**src/rtl/slave_out_tx_pkg.sv**
```systemverilog
// slave_out_tx_pkg: shared state encoding and default widths for the serial read path.
package slave_out_tx_pkg;
    localparam int DATA_LEN_DEF  = 8;
    localparam int ADDR_LEN_DEF  = 12;
    localparam int BURST_LEN_DEF = 12;
    typedef enum logic [2:0] {IDLE, FETCH, LOAD, HANDSHAKE, SEND} state_e;
endpackage

```
**src/rtl/slave_out_tx_if.sv**
```systemverilog
// slave_out_tx_if: request, memory and serial handshake signals of the read-data transmitter.
interface slave_out_tx_if import slave_out_tx_pkg::*; #(
    parameter int DATA_LEN  = DATA_LEN_DEF,
    parameter int ADDR_LEN  = ADDR_LEN_DEF,
    parameter int BURST_LEN = BURST_LEN_DEF
) ();
    logic                 rd_req;
    logic [ADDR_LEN-1:0]  rd_addr;
    logic [BURST_LEN-1:0] burst_num;
    logic                 master_ready;
    logic [DATA_LEN-1:0]  mem_rdata;
    logic                 mem_rd_en;
    logic [ADDR_LEN-1:0]  mem_addr;
    logic                 slave_valid;
    logic                 tx_data;
    logic                 tx_done;
    logic                 busy;
    modport slave (
        input  rd_req, rd_addr, burst_num, master_ready, mem_rdata,
        output mem_rd_en, mem_addr, slave_valid, tx_data, tx_done, busy
    );
    modport master (
        output rd_req, rd_addr, burst_num, master_ready, mem_rdata,
        input  mem_rd_en, mem_addr, slave_valid, tx_data, tx_done, busy
    );
endinterface

```
**src/rtl/slave_out_tx_piso_shift.sv**
```systemverilog
// piso_shift: parallel-load, right-shift register; load wins over shift.
module piso_shift #(
    parameter int DATA_LEN = slave_out_tx_pkg::DATA_LEN_DEF
) (
    input  logic                clk,
    input  logic                rst_n,
    input  logic                load_i,
    input  logic                shift_i,
    input  logic [DATA_LEN-1:0] data_i,
    output logic                bit_o
);
    logic [DATA_LEN-1:0] q_q;
    always_ff @(posedge clk or negedge rst_n)
        if (!rst_n) q_q <= '0;
        else if (load_i) q_q <= data_i;
        else if (shift_i) q_q <= q_q >> 1;
    assign bit_o = q_q[0];
endmodule

```
**src/rtl/slave_out_tx.sv**
```systemverilog
// slave_out_tx: fetches burst_num+1 words from local memory and streams them LSB first after a valid/ready handshake.
module slave_out_tx import slave_out_tx_pkg::*; #(
    parameter int DATA_LEN  = DATA_LEN_DEF,
    parameter int ADDR_LEN  = ADDR_LEN_DEF,
    parameter int BURST_LEN = BURST_LEN_DEF
) (
    input logic           clk,
    input logic           rst_n,
    slave_out_tx_if.slave bus
);
    localparam int BW = $clog2(DATA_LEN);
    state_e               state_q, state_d;
    logic [ADDR_LEN-1:0]  addr_q, addr_d;
    logic [BURST_LEN-1:0] burst_q, burst_d, word_q, word_d;
    logic [BW-1:0]        bit_q, bit_d;
    logic [DATA_LEN-1:0]  pf_q, pf_d, sr_din;
    logic                 tx_q, tx_d, done_q, done_d, sr_load, sr_shift, sr_bit, last_bit, more;
    piso_shift #(.DATA_LEN(DATA_LEN)) u_piso (
        .clk(clk), .rst_n(rst_n), .load_i(sr_load), .shift_i(sr_shift), .data_i(sr_din), .bit_o(sr_bit)
    );
    assign last_bit        = bit_q == BW'(DATA_LEN - 1);
    assign more            = word_q < burst_q;
    assign bus.slave_valid = state_q == HANDSHAKE;
    assign bus.busy        = state_q != IDLE;
    assign bus.tx_data     = tx_q;
    assign bus.tx_done     = done_q;
    always_comb begin
        state_d       = state_q;
        addr_d        = addr_q;
        burst_d       = burst_q;
        word_d        = word_q;
        bit_d         = bit_q;
        pf_d          = pf_q;
        tx_d          = tx_q;
        done_d        = 1'b0;
        sr_load       = 1'b0;
        sr_shift      = 1'b0;
        sr_din        = bus.mem_rdata;
        bus.mem_rd_en = 1'b0;
        bus.mem_addr  = '0;
        case (state_q)
            IDLE: if (bus.rd_req) begin
                addr_d  = bus.rd_addr;
                burst_d = bus.burst_num;
                word_d  = '0;
                bit_d   = '0;
                state_d = FETCH;
            end
            FETCH: begin
                bus.mem_rd_en = 1'b1;
                bus.mem_addr  = addr_q;
                state_d       = LOAD;
            end
            LOAD: begin
                sr_load = 1'b1;
                state_d = HANDSHAKE;
            end
            HANDSHAKE: if (bus.master_ready) begin
                tx_d     = sr_bit;
                sr_shift = 1'b1;
                state_d  = SEND;
            end
            SEND: begin
                if (bit_q == '0 && more) begin
                    bus.mem_rd_en = 1'b1;
                    bus.mem_addr  = addr_q + ADDR_LEN'(1);
                    addr_d        = addr_q + ADDR_LEN'(1);
                end
                if (bit_q == BW'(1) && more) pf_d = bus.mem_rdata;
                // pf_d (not pf_q) so a 2-bit word can switch in the same cycle the prefetch lands
                if (!last_bit) begin
                    tx_d     = sr_bit;
                    sr_shift = 1'b1;
                    bit_d    = bit_q + BW'(1);
                end else if (more) begin
                    tx_d    = pf_d[0];
                    sr_din  = pf_d >> 1;
                    sr_load = 1'b1;
                    word_d  = word_q + BURST_LEN'(1);
                    bit_d   = '0;
                end else begin
                    tx_d    = 1'b0;
                    done_d  = 1'b1;
                    state_d = IDLE;
                end
            end
            default: state_d = IDLE;
        endcase
    end
    always_ff @(posedge clk or negedge rst_n)
        if (!rst_n) begin
            state_q <= IDLE;
            addr_q  <= '0;
            burst_q <= '0;
            word_q  <= '0;
            bit_q   <= '0;
            pf_q    <= '0;
            tx_q    <= 1'b0;
            done_q  <= 1'b0;
        end else begin
            state_q <= state_d;
            addr_q  <= addr_d;
            burst_q <= burst_d;
            word_q  <= word_d;
            bit_q   <= bit_d;
            pf_q    <= pf_d;
            tx_q    <= tx_d;
            done_q  <= done_d;
        end
endmodule
```
**src/flat_wrapper.sv**
```systemverilog
// flat-port wrapper written by rule: the top's interface ports become plain ports
module slave_out_tx_flat import slave_out_tx_pkg::*;
#(
    parameter int DATA_LEN  = DATA_LEN_DEF,
    parameter int ADDR_LEN  = ADDR_LEN_DEF,
    parameter int BURST_LEN = BURST_LEN_DEF
)
  (clk, rst_n, bus_rd_req, bus_rd_addr, bus_burst_num, bus_master_ready, bus_mem_rdata, bus_mem_rd_en, bus_mem_addr, bus_slave_valid, bus_tx_data, bus_tx_done, bus_busy);
  slave_out_tx_if #(.DATA_LEN(DATA_LEN), .ADDR_LEN(ADDR_LEN), .BURST_LEN(BURST_LEN)) bus_i ();
  input logic clk;
  input logic rst_n;
  input wire logic [$bits(bus_i.rd_req)-1:0] bus_rd_req;
  input wire logic [$bits(bus_i.rd_addr)-1:0] bus_rd_addr;
  input wire logic [$bits(bus_i.burst_num)-1:0] bus_burst_num;
  input wire logic [$bits(bus_i.master_ready)-1:0] bus_master_ready;
  input wire logic [$bits(bus_i.mem_rdata)-1:0] bus_mem_rdata;
  output wire logic [$bits(bus_i.mem_rd_en)-1:0] bus_mem_rd_en;
  output wire logic [$bits(bus_i.mem_addr)-1:0] bus_mem_addr;
  output wire logic [$bits(bus_i.slave_valid)-1:0] bus_slave_valid;
  output wire logic [$bits(bus_i.tx_data)-1:0] bus_tx_data;
  output wire logic [$bits(bus_i.tx_done)-1:0] bus_tx_done;
  output wire logic [$bits(bus_i.busy)-1:0] bus_busy;
  assign bus_i.rd_req = bus_rd_req;
  assign bus_i.rd_addr = bus_rd_addr;
  assign bus_i.burst_num = bus_burst_num;
  assign bus_i.master_ready = bus_master_ready;
  assign bus_i.mem_rdata = bus_mem_rdata;
  assign bus_mem_rd_en = bus_i.mem_rd_en;
  assign bus_mem_addr = bus_i.mem_addr;
  assign bus_slave_valid = bus_i.slave_valid;
  assign bus_tx_data = bus_i.tx_data;
  assign bus_tx_done = bus_i.tx_done;
  assign bus_busy = bus_i.busy;
  slave_out_tx #(.DATA_LEN(DATA_LEN), .ADDR_LEN(ADDR_LEN), .BURST_LEN(BURST_LEN)) u_core (.clk(clk), .rst_n(rst_n), .bus(bus_i));
endmodule
```
**config.mk**
```make
export PLATFORM = sky130hd
export DESIGN_NAME = slave_out_tx_flat
export DESIGN_NICKNAME = d
export VERILOG_FILES = /design/src/rtl/slave_out_tx_pkg.sv /design/src/rtl/slave_out_tx_if.sv /design/src/rtl/slave_out_tx_piso_shift.sv /design/src/rtl/slave_out_tx.sv /design/src/flat_wrapper.sv
export SDC_FILE = /design/constraint.sdc
export NUM_CORES = 1
export LEC_CHECK = 0
export CORE_MARGIN = 2
export CORE_UTILIZATION = 59
export DETAILED_ROUTE_END_ITERATION = 16
export PLACE_DENSITY = 0.95
export SLEW_MARGIN = 20
export SYNTH_ARGS = -nofsm -noshare
export SYNTH_HDL_FRONTEND = slang
export SYNTH_SLANG_ARGS = --single-unit
```
**constraint.sdc**
```tcl
create_clock -name clk -period 9.6 [get_ports clk]
set_clock_uncertainty 0.2 [all_clocks]
set_input_delay 2.88 -clock clk [delete_from_list [all_inputs] [get_ports clk]]
set_output_delay 2.88 -clock clk [all_outputs]
set_load 0.03 [all_outputs]
```
Word level (Yosys, flattened, before mapping)
Cells that the tools add are included.
Widths: inputs -> output; s select.
- output and inout bits: 17
- logic and storage cells: 79
- register bits: 60
- bits of input ports: 36
- magnitude comparators: 1
- reduce and logical (&&, ||, !) cells: 14
- muxes and demuxes: 39
- add/sub/neg operators: 3
- equality and inequality tests: 13
- operator list (cell ; number):
    $mux 12 ; 6
    $pmux 12 s2 ; 3
    $mux 8 ; 6
    $add 12x1->12 const B ; 2
    $mux 3 ; 7
    $pmux 3 s5 ; 1
    $lt 12x12->1 ; 1
    $mux 1 ; 11
    $pmux 1 s2 ; 4
    $reduce_and 4->1 ; 2
    $eq 3x1->1 const B ; 2
    $eq 3x2->1 const B ; 2
    $eq 3x3->1 const B ; 2
    $logic_not 3->1 ; 2
    $ne 2x1->1 const B ; 3
    $ne 2x2->1 const B ; 3
    $pmux 3 s2 ; 1
    $reduce_and 3->1 ; 2
    $reduce_bool 2->1 ; 3
    $reduce_and 2->1 ; 2
    $add 3x1->3 const B ; 1
    $ne 3x3->1 const B ; 1
    $reduce_bool 3->1 ; 1
    $logic_and 1x1->1 ; 2

Logic depth before layout (Yosys ltp)
- depth in word-level cells: 7
- mapped depth: 9
- depth with buffers taken out: 8

By module
Synthesis repeated with hierarchy kept, for this count alone.
- cell total of the unflattened synthesis: 404
- area, all modules: 3688.5 um^2
- modules (own cells, without submodules) (module ; seq. area each (um^2) ; times used ; cells each ; area an instance (um^2)):
    slave_out_tx ; 1301.2 ; 1 ; 370 ; 3319.4
    piso_shift ; 200.2 ; 1 ; 34 ; 369.1

Least setup slack after synthesis
OpenSTA, ideal clock, no wires.
- path kind: reg2out
- start: register u_core.word_q[5]
- end: output bus_mem_addr[10]
- data required time: 6.520 ns
- arrival: 2.469 ns
- stages on the path, launching flop included: 9
- setup slack: 4.051 ns
- path buffers: 1
- path through: dfrtp_1 > ha_1 > a21oi_1 > o21ai_1 > a221oi_4 > and2_1 > buf_2 > a21oi_1 > o21ai_0
- longest elaborated chain between the ends: 4
- ends and longest elaborated chain (element ; RTL line ; text):
    from (decl) ; slave_out_tx.sv:14 ; logic [BURST_LEN-1:0] burst_q, burst_d, word_q, word_d;
    from (signal assigned) ; slave_out_tx.sv:104 ; word_q <= word_d;
    $lt 12x12->1 ; slave_out_tx.sv:22 ; assign more = word_q < burst_q;
    $logic_and 1x1->1 ; slave_out_tx.sv:64 ; if (bit_q == '0 && more) begin
    $mux 12 ; slave_out_tx.sv:64 ;
    $pmux 12 s2 ; slave_out_tx.sv:41 ; case (state_q)
    to (decl) ; flat_wrapper.sv:18 ; output wire logic [$bits(bus_i.mem_addr)-1:0] bus_mem_addr;
No other way between the ends.

Worst setup path after layout
- start: register u_core.word_q[5]
- end: output bus_mem_addr[5]
The elaborated chain is that of the path after synthesis.

==> results by group <==
Logic synthesis
  – Post-synthesis instance area: 3650 sq um
  – Post-synthesis cell count: 390
  – Unique masters post-synth: 46
  – Proportion of synthesized flip-flops having asynchronous set or reset: 100%
  – Post-synthesis area per instance: 9.36 sq um
  – Synthesized Nets: 443
  – Sequential-to-total area share from yosys stat: 41.1%
  – Leading cell types by total area after synthesis: sky130_fd_sc_hd__dfrtp_1, sky130_fd_sc_hd__mux2i_1, sky130_fd_sc_hd__ha_1
  – Portion of synthesized cell area occupied by the leading cell type: between 40% and 50%
  – Post-synthesis sequential element count: 60
  – Number of synthesized flops with an enable pin: 0
  – Most used DFF post-synth: sky130_fd_sc_hd__dfrtp_1
  – Yosys top cell by area: sky130_fd_sc_hd__dfrtp_1
  – Total number of yosys warnings: 0

Worst setup path
  – Dominant cell type by count on the critical path: sky130_fd_sc_hd__o21ai_1
  – Worst R2R Path Depth: 7
  – Critical register-to-register path endpoint: u_core.u_piso.q_q[0]$_DFFE_PN0P_
  – Slack of the worst reg-to-reg path: ~6500 ps
  – CP Max Fanout: 19
  – Launching element type of the critical path: flop
  – Critical path startpoint: u_core.word_q[5]$_DFFE_PN0P_
  – Worst setup EP type: output pin
  – Cells along the critical path: ha_1, a21oi_1, o21ai_1, a221oi_4, nand2_1, or3_1, o21ai_1, clkdlybuf4s50_1
  – Start-to-end type of the worst setup path: flop to output pin
  – Highest cell delay on the worst timing path: 690 ps
  – CP Capture Point: bus_mem_addr[5]
  – Critical Path Slowest Stage Cell: sky130_fd_sc_hd__clkdlybuf4s50_1
  – Data arrival time at the worst-slack endpoint: 3670 ps
  – Required time of the critical path: 6520 ps
  – Reg-to-reg startpoint: u_core.word_q[10]$_DFFE_PN0P_

Floorplan
  – Std-Cell Rows: 28
  – Ports: 53
  – Area of the die: 6840 sq um
  – Core Region: 5960 sq um
  – Die W: about 83 microns
  – Initial cell density of the core: 61.3%
  – Die height: 82.7 microns

STA
  – Max_slew headroom: around a third
  – Count of final max-slew check failures: 0
  – Maximum achievable frequency: about 150 MHz
  – # setup viols final: 0
  – Final Hold Viols: 0
  – Post-route clock period utilization: 70.3%
  – Final TNS setup: 0 ps
  – Minimum period implied by the final worst setup slack: 6750 ps
  – RSZ-0062 raised after global routing: false
  – Actual transition at the worst max-transition pin: 1010 ps

Power and ir drop
  – Proportion of power drawn by flip-flops and latches: 35.6%
  – Clock network fraction of design power: 18.0%
  – Switching share of power: 40.0%
  – Gate power share: between 40% and 50%
  – Power density normalized to cell area: 285 nW/um^2
  – Total net switching power: 0.501 mW
  – Maximum vdd ir drop: between 0.15 and 0.2 mV
  – P_int: 0.750 mW
  – Static leakage: 1.99 nW

Clocking
  – Clock tree from TritonCTS: yes
  – Number of buffers added by the clock tree synthesis step: 9
  – Number of levels in the clock H-tree: 3
  – Count of hold buffers inserted by post-cts repair: 0
  – Clock latency on the worst-skew pair: 350 ps
  – Total setup buffers inserted after CTS: 0
  – Root Driver: sky130_fd_sc_hd__clkbuf_8
  – Max Buffers Root-to-Sink: 2
  – Cts repair resizes: 0
  – Total clock sinks: 60
  – CTS clock-pin slew for the worst setup and hold paths: 70 ps

Finish
  – Area used by multi-input combinational logic: 1970 sq um
  – Relative area change from synthesis to final layout: 20.1%
  – Final std cell area, no fill: roughly 4400 sq um
  – Antenna diode instance count: 0
  – Share of cells above drive strength 1: 10.0%
  – Share of the core filled with cells in the final layout: 73.7%
  – Final-stage net count: 488
  – Fill cell count: 437
  – Seq. cell area: 1500 sq um

GRT
  – Number of global-route vias before repair: 2,931
  – Met2 Usage GRT: ~45%
  – Wire length of the first global-routing pass: 13,800 microns
  – Highest-utilization routing layer at the global route stage: met2
  – GRT Overall Usage: 26.9%
  – Remaining global-route overflow: 0
  – Antenna violations before repair: 0
  – Met3 Use GR: 7.07%
  – Largest net degree at the start of global routing: 61
  – Global routing met1 resource utilization: about 34%

Placed design
  – Final Wtd Congestion: ~0.85
  – Post-Place Cell Area: 4190 sq um
  – HPWL reported at the end of detailed placement: 5980 microns
  – Port Buffers: 52

Outcome
  – Status: finished clean

Detailed routing
  – First-iteration detailed-routing DRC count: 251
  – Final ANT Viol Nets: 0
  – Post-detailed-route wirelength per cell: 16.6 microns
  – Number of detailed-route iterations in the first pass: 5
  – Vias: 3,097
  – Aggregate routed wire length: roughly 8600 microns
  – Remaining design rule violation count: 0
  – Vias per std cell: 6.01

Run
  – Maximum capacitance violations: 0

Min path
  – Path type of the worst min-delay path: flop to flop
-- per-layer routing --
| layer | routed length [microns] | up-vias | part of all wire, % |
|---|---|---|---|
| li1 | - | 1470 | - |
| met1 | 3620 | 1487 | 42 |
| met2 | 4300 | 121 | 50 |
| met3 | 519 | 19 | 6.1 |
| met4 | 121 | 0 | 1.4 |
| met5 | 0 | - | 0 |
-- power groups by stage --
stage	clock network, mW	registers (mW)	logic, mW
after global routing	0.242	0.458	0.637
after CTS	0.229	0.442	0.583
final	0.225	0.446	0.581
after global placement	0	0.436	0.548
after floorplan	0	0.410	0.446
after detailed placement	0	0.443	0.578
-- cells by family (layout without fill, tap and decap cells) --
group | after synthesis | after routing | synth area share (%)
AOI/OAI and AO/OA | 87 | 87 | 14.6
xor gates and xnor gates | 9 | 9 | 2.16
and+or+nand+nor | 131 | 131 | 18.6
muxes | 42 | 42 | 12.8
adders and majority gates | 17 | 17 | 5.82
buffers and inverters | 44 | 94 | 4.97
DFF | 60 | 60 | 41.1
-- registers in the layout, summed over array words and instances, names as in the netlist --
signal / count
u_core.addr_q: 12
u_core.burst_q: 12
u_core.word_q: 12
u_core.pf_q: 8
u_core.u_piso.q_q: 8
u_core.bit_q: 3
u_core.state_q: 3
u_core.bus.tx_data: 1
u_core.bus.tx_done: 1
-- layout make-up --
type                       instances  share of cell area, %
clock inverter                     4                   1.11
inverter                          22                   1.88
multi-input combinational        286                   44.9
tap                               75                   2.14
clock buffer                      12                   3.31
sequential                        60                   34.2
timing repair buffer              56                   12.4
-- cell usage in the layout, fill, tap and decap left out, types with 3 or more instances in the layout --
cell type	Yosys	final
sky130_fd_sc_hd__clkbuf_8	0	10
sky130_fd_sc_hd__o22a_1	5	5
sky130_fd_sc_hd__mux2i_1	26	26
sky130_fd_sc_hd__mux2_4	7	7
sky130_fd_sc_hd__nand4_1	8	8
sky130_fd_sc_hd__o21ai_0	26	26
sky130_fd_sc_hd__a21oi_1	25	25
sky130_fd_sc_hd__nor2_1	25	25
sky130_fd_sc_hd__and2_1	5	5
sky130_fd_sc_hd__nand2_1	31	31
sky130_fd_sc_hd__mux2_2	9	9
sky130_fd_sc_hd__a31oi_1	7	7
sky130_fd_sc_hd__nor3_1	10	10
sky130_fd_sc_hd__o22ai_1	3	3
sky130_fd_sc_hd__nor2b_1	4	4
sky130_fd_sc_hd__inv_1	22	22
sky130_fd_sc_hd__ha_1	17	17
sky130_fd_sc_hd__or3_1	3	3
sky130_fd_sc_hd__a21o_1	4	4
sky130_fd_sc_hd__and3_1	10	10
sky130_fd_sc_hd__xor2_1	8	8
sky130_fd_sc_hd__dfrtp_1	60	60
sky130_fd_sc_hd__clkdlybuf4s50_1	0	51
sky130_fd_sc_hd__buf_4	1	4
sky130_fd_sc_hd__nand3_1	21	21
sky130_fd_sc_hd__o21ai_1	6	6
sky130_fd_sc_hd__nand2b_1	3	3
-- metrics by stage --
step	std cells	power, mW	worst slack [ps]	hold WS (ps)
2_1_floorplan	390	0.856	4050	236
3_3_place_gp	499	0.984	3350	276
3_5_place_dp	499	1.02	3240	267
4_1_cts	515	1.25	2860	291
5_1_grt	515	1.34	2630	307
6_report	515	1.25	2850	288
-- Yosys cell counts (all sizes together), types with 3 or more instances --
library cell   n
ha            17
or3            3
o21ai         32
nand2b         4
nand2         31
nor3          10
mux2          16
a31oi          7
nand4          8
inv           22
a21o           4
buf           12
nor2b          4
a21oi         25
nor2          26
nand3         21
mux2i         26
and2           5
o22ai          3
o22a           5
and3          10
dfrtp         60
nor3b          4
xor2           8
clkbuf        10
-- worst max-delay path: cells and delay by family (launching register included) --
family | cells | cell delay [ps]
compound gates | 4 | 1040
simple gates | 2 | 860
buf+inv | 1 | 690
flops | 1 | 410
fa+ha+maj | 1 | 320
-- worst min path at each step --
stage / from / to / cells after the start
global placement: u_core.burst_q[0]$_DFFE_PN0P_ / u_core.burst_q[0]$_DFFE_PN0P_ / 2
CTS: u_core.burst_q[0]$_DFFE_PN0P_ / u_core.burst_q[0]$_DFFE_PN0P_ / 2
finish: u_core.burst_q[0]$_DFFE_PN0P_ / u_core.burst_q[0]$_DFFE_PN0P_ / 2
detailed placement: u_core.burst_q[0]$_DFFE_PN0P_ / u_core.burst_q[0]$_DFFE_PN0P_ / 2
global route: u_core.burst_q[0]$_DFFE_PN0P_ / u_core.burst_q[0]$_DFFE_PN0P_ / 2
floorplan: u_core.burst_q[0]$_DFFE_PN0P_ / u_core.burst_q[0]$_DFFE_PN0P_ / 2
(Power assumes the default switching activity.)
